==> config.mk <==
export PLATFORM = sky130hd
export DESIGN_NAME = serial_paralelo_rx_flat
export DESIGN_NICKNAME = d
export VERILOG_FILES = /design/src/rtl/serial_paralelo_rx_if.sv /design/src/rtl/serial_paralelo_rx.sv /design/src/flat_wrapper.sv
export SDC_FILE = /design/constraint.sdc
export NUM_CORES = 1
export LEC_CHECK = 0
export CORE_ASPECT_RATIO = 1.1
export CORE_MARGIN = 2
export CORE_UTILIZATION = 59
export DETAILED_ROUTE_END_ITERATION = 8
export HOLD_SLACK_MARGIN = 0.1
export PLACE_DENSITY = 0.86
export SLEW_MARGIN = 10
export SYNTH_ARGS = -nofsm -noshare
export SYNTH_HDL_FRONTEND = slang
export SYNTH_SLANG_ARGS = --single-unit
==> constraint.sdc <==
create_clock -name clk_32f -period 4.45 [get_ports clk_32f]
set_clock_uncertainty 0.1 [all_clocks]
set_input_delay 0.445 -clock clk_32f [delete_from_list [all_inputs] [get_ports clk_32f]]
set_output_delay 0.445 -clock clk_32f [all_outputs]
set_load 0.02 [all_outputs]
==> src/rtl/serial_paralelo_rx_if.sv <==
// Serial receive lane bundle: 1-bit stream in, aligned byte and lane status out.
interface serial_paralelo_rx_if;
    logic       data_in;
    logic [7:0] data_out;
    logic       valid_out;
    logic       active;

    modport master (
        output data_in,
        input  data_out,
        input  valid_out,
        input  active
    );

    modport slave (
        input  data_in,
        output data_out,
        output valid_out,
        output active
    );
endinterface

==> src/rtl/serial_paralelo_rx.sv <==
// Serial-to-parallel receiver: bit-hunts for COM, locks after BC_COUNT aligned
// COM bytes, then presents each received byte with a valid for non-COM data.
module serial_paralelo_rx #(
    parameter int         BC_COUNT = 4,
    parameter logic [7:0] COM      = 8'hBC
) (
    input  logic          clk_32f,
    input  logic          reset,
    serial_paralelo_rx_if.slave bus
);

    typedef enum logic [1:0] {
        SEARCH = 2'd0,
        ALIGN  = 2'd1,
        ACTIVE = 2'd2
    } state_t;

    localparam logic [3:0] BC_N = 4'(BC_COUNT);

    state_t     r_state;
    logic [7:0] r_sr;
    logic [2:0] r_bit_cnt;
    logic [3:0] r_bc_cnt;
    logic [7:0] r_data_out;
    logic       r_valid;
    logic       r_active;

    state_t     w_state_nxt;
    logic [2:0] w_bit_nxt;
    logic [3:0] w_bc_nxt;
    logic [7:0] w_data_nxt;
    logic       w_valid_nxt;
    logic       w_active_nxt;
    logic [7:0] w_byte;
    logic [3:0] w_bc_inc;
    logic       w_is_com;
    logic       w_boundary;

    assign w_byte     = {r_sr[6:0], bus.data_in};
    assign w_bc_inc   = r_bc_cnt + 4'd1;
    assign w_is_com   = (w_byte == COM);
    assign w_boundary = (r_bit_cnt == 3'd7);

    always_comb begin
        w_state_nxt  = r_state;
        w_bit_nxt    = r_bit_cnt;
        w_bc_nxt     = r_bc_cnt;
        w_data_nxt   = r_data_out;
        w_valid_nxt  = r_valid;
        w_active_nxt = r_active;
        unique case (r_state)
            SEARCH: begin
                if (w_is_com) begin
                    w_bit_nxt = 3'd0;
                    w_bc_nxt  = 4'd1;
                    if (BC_N == 4'd1) begin
                        w_state_nxt  = ACTIVE;
                        w_active_nxt = 1'b1;
                    end else begin
                        w_state_nxt = ALIGN;
                    end
                end
            end
            ALIGN: begin
                w_bit_nxt = r_bit_cnt + 3'd1;
                if (w_boundary) begin
                    if (w_is_com) begin
                        w_bc_nxt = w_bc_inc;
                        if (w_bc_inc == BC_N) begin
                            w_state_nxt  = ACTIVE;
                            w_active_nxt = 1'b1;
                        end
                    end else begin
                        // failed byte earns nothing; hunt resumes next edge
                        w_bc_nxt    = 4'd0;
                        w_state_nxt = SEARCH;
                    end
                end
            end
            ACTIVE: begin
                w_bit_nxt = r_bit_cnt + 3'd1;
                if (w_boundary) begin
                    w_data_nxt  = w_byte;
                    w_valid_nxt = !w_is_com;
                end
            end
            default: begin
                w_state_nxt = SEARCH;
            end
        endcase
    end

    always_ff @(posedge clk_32f or negedge reset) begin
        if (!reset) begin
            r_state    <= SEARCH;
            r_sr       <= 8'h00;
            r_bit_cnt  <= 3'd0;
            r_bc_cnt   <= 4'd0;
            r_data_out <= 8'h00;
            r_valid    <= 1'b0;
            r_active   <= 1'b0;
        end else begin
            r_state    <= w_state_nxt;
            r_sr       <= w_byte;
            r_bit_cnt  <= w_bit_nxt;
            r_bc_cnt   <= w_bc_nxt;
            r_data_out <= w_data_nxt;
            r_valid    <= w_valid_nxt;
            r_active   <= w_active_nxt;
        end
    end

    assign bus.data_out  = r_data_out;
    assign bus.valid_out = r_valid;
    assign bus.active    = r_active;

endmodule
==> src/flat_wrapper.sv <==
// flat-port wrapper written by rule: the top's interface ports become plain ports
module serial_paralelo_rx_flat 
#(
    parameter int         BC_COUNT = 4,
    parameter logic [7:0] COM      = 8'hBC
)
  (clk_32f, reset, bus_data_in, bus_data_out, bus_valid_out, bus_active);
  serial_paralelo_rx_if bus_i ();
  input  logic clk_32f;
  input  logic reset;
  input wire logic [$bits(bus_i.data_in)-1:0] bus_data_in;
  output wire logic [$bits(bus_i.data_out)-1:0] bus_data_out;
  output wire logic [$bits(bus_i.valid_out)-1:0] bus_valid_out;
  output wire logic [$bits(bus_i.active)-1:0] bus_active;
  assign bus_i.data_in = bus_data_in;
  assign bus_data_out = bus_i.data_out;
  assign bus_valid_out = bus_i.valid_out;
  assign bus_active = bus_i.active;
  serial_paralelo_rx #(.BC_COUNT(BC_COUNT), .COM(COM)) u_core (.clk_32f(clk_32f), .reset(reset), .bus(bus_i));
endmodule
==> impl_metrics.py <==
metrics = {
    "grt": {
        "grt_pass1_vias": 766,
        "grt_max_degree": 27,
        "grtUsageTotal_pct": 19.72,
        "antenna_found_initial": 0,
        "grt-ovfl-total": 0,
        "grt_first_pass_wirelength_mm": 3.367,
    },
    "detailed_routing": {
        "drtIter0Drc": 12,
        "postRouteAntennaNets": 0,
        "firstDrtPassIters": 4,
        "drc": 0,
        "via_per_inst": 5.936,
        "finalWirelength_mm": 2.121,
        "vias": 831,
        "routedWlPerCell_um": 15.15,
    },
    "synth": {
        "synth.avg_cell_area_um2": 13.09,
        "seq_area_frac_synth_pct": 52.31,
        "synth_cell_type_count": 32,
        "synth_cells": 95,
        "yosysMostFrequentCell": "dfrtp_1",
        "async_flop_share_pct": 100.0,
        "netlist_top_cells_count": "dfrtp_1, mux2_2, ha_1, inv_1, nand2_1",
        "ys.flop_type": "dfrtp_1",
        "synth_area_leader_cell": "dfrtp_1",
        "yosys_warnings": 0,
        "synth.top_cell.area_share_pct": 52.31,
        "synth_enable_flop_cells": 0,
        "ys_ff_latch": 26,
        "synthTopCellsByArea": "dfrtp_1, mux2_2, ha_1",
        "syn_nets": 106,
        "syn_area_mm2": 0.001244,
    },
    "power_and_ir_drop": {
        "pwr_density_cell_mw_per_mm2": 321.6,
        "peakVddDrop_mv": 0.2788,
        "p_leak_uw": 0.0006815,
    },
    "sta": {
        "hold_viol": 0,
        "relSlewSlack_pct": 63.30,
        "worst_pin_slew_ns": 0.5504,
        "clock.fmax_ghz": 0.5327,
        "fin_setup_tns_ns": 0,
        "rsz0062_at_grt": "no",
        "min_period_over_period_pct": 42.18,
        "fin_crit_ns": 1.877,
        "drv_slew": 0,
        "finalSetupViolations": 0,
    },
    "floorplan": {
        "die-area_mm2": 0.002492,
        "row_count": 17,
        "die_w_um": 47.78,
        "ios": 13,
        "fp.dieH_um": 52.16,
        "coreArea_mm2": 0.001999,
        "start_util_pct": 62.20,
    },
    "placed_design": {
        "io_buffers": 12,
        "placedCellCount": 135,
        "place.gp.congestion": 0.8358,
        "dp_hpwl_mm": 1.613,
    },
    "critical_path": {
        "required_ns": 4.57,
        "critPathCapture": "u_core.r_bit_cnt[0]$_DFFE_PN0P_",
        "r2r_slack_ns": 2.60,
        "worst-setup-path-type": "input pin to flip-flop",
        "rr_startpoint": "u_core.r_bit_cnt[0]$_DFFE_PN0P_",
        "r2r_cells": 4,
        "r2r_end": "u_core.bus.data_out[3]$_DFFE_PN0P_",
        "crit_path_start_kind": "input pin",
        "cp-startpoint": "bus_data_in",
        "endpoint_kind": "flip-flop",
        "cp.arrival_ns": 1.99,
        "cp_max_fo": 6,
    },
    "clocking": {
        "path_clk_slew_ns": 0.13,
        "root_buffer": "clkbuf_4",
        "cts-resized-gates": 0,
        "cts_tree": "yes",
        "cts_sinks": 26,
        "numCtsBuffers": 3,
        "clockBufferDepth": 2,
        "post_cts_buffers": 0,
        "cts_max_level": 1,
        "clk_latency_ns": 0.32,
    },
    "flow_run": {
        "max_cap_viol_count": 0,
    },
    "finish": {
        "syn_to_final_growth_pct": 17.10,
        "antenna_cells": 0,
        "layout.cells.non_filler": 140,
        "layout-drive-gt1-share_pct": 21.43,
        "final_nets": 124,
    },
    "outcome": {
        "status": "finished clean",
    },
    "hold_path": {
        "worstHoldPathType": "flip-flop to flip-flop",
    },
}
[kinds of logic after synthesis]
kind of cell	count (synthesis)	synth area share (%)
fa+ha+maj	8	8.049
compound gates	24	15.09
flops	26	52.31
simple gates	18	12.37
mux	11	9.759
buf+inv	8	2.415
[worst max-delay path: stages]
cell and delay (ns):
clkdlybuf4s50_1 0.44, nand4bb_4 0.30, o21ai_2 0.25, and2b_2 0.22
mux2_2 0.33
[what timing repair did]
action / 4_1_cts / 5_1_grt
endpoints found under the hold margin: 0 / 26
setup endpoints to repair: 0 / 0
hold buffers: 0 / 1
[stage by stage]
step	util [%]	setup slack [ns]	hold WS (ns)	instance area [um2]	power [uW]
after floorplan	-	2.813	0.04941	1244	297.4
after global placement	69.96	2.302	0.2955	1399	310.7
after detailed placement	69.96	2.246	0.2932	1399	317.2
after CTS	72.59	2.570	0.3287	1451	472.7
after global routing	72.84	2.520	0.3364	1456	491.4
final	72.84	2.573	0.3248	1456	468.4
[metal layers]
layer	GRT usage [%]	part of all wire, %	up-vias	routed length [um]
met1	23.41	40	414	853
li1	-	-	383	-
met2	32.22	53	27	1134
met3	5.208	4.3	7	91
met4	9.009	2.0	0	42
met5	0	0	-	0
[worst min path at each step]
stage,start,endpoint,slack [ns],cells past startpoint
6_report,u_core.r_sr[5]$_DFF_PN0_,u_core.r_sr[6]$_DFF_PN0_,0.32,0
5_1_grt,u_core.r_sr[5]$_DFF_PN0_,u_core.r_sr[6]$_DFF_PN0_,0.34,0
4_1_cts,u_core.r_sr[5]$_DFF_PN0_,u_core.r_sr[6]$_DFF_PN0_,0.33,0
3_5_place_dp,u_core.r_sr[5]$_DFF_PN0_,u_core.r_sr[6]$_DFF_PN0_,0.29,0
3_3_place_gp,u_core.r_sr[5]$_DFF_PN0_,u_core.r_sr[6]$_DFF_PN0_,0.30,0
2_1_floorplan,reset,u_core.bus.active$_DFFE_PN0P_,0.05,0
[registers in the layout (all words and copies together), names as in the netlist]
| name | count |
|---|---|
| u_core.r_bit_cnt | 3 |
| u_core.r_sr | 7 |
| u_core.bus.active | 1 |
| u_core.bus.valid_out | 1 |
| u_core.r_bc_cnt | 4 |
| u_core.r_state | 2 |
| u_core.bus.data_out | 8 |
[final cells by class]
class	count	area, um2
Fill cell	142	543.0
Sequential cell	26	650.6
Inverter	8	30.03
Multi-Input combinational cell	61	563.0
Clock buffer	3	22.52
Clock inverter	1	30.03
Timing Repair Buffer	13	125.1
Tap cell	28	35.03
[cells in the final DEF, fill, tap and decap left out, types with 2 or more instances in the layout]
master / n
dfrtp_1: 26
clkdlybuf4s50_1: 11
mux2_2: 9
inv_1: 8
ha_1: 8
nand2_1: 5
a21oi_1: 4
o31ai_1: 3
a22o_2: 3
clkbuf_4: 3
o21ai_0: 2
and2b_2: 2
and3_1: 2
mux2i_1: 2
nor2b_1: 2
[report_power, final]
group / switching (uW) / internal (uW)
Clock: 65.8 / 91.1
Sequential: 10.9 / 251
Combinational: 29.0 / 21.0
Total: 106 / 363
(Power assumes the default switching activity.)
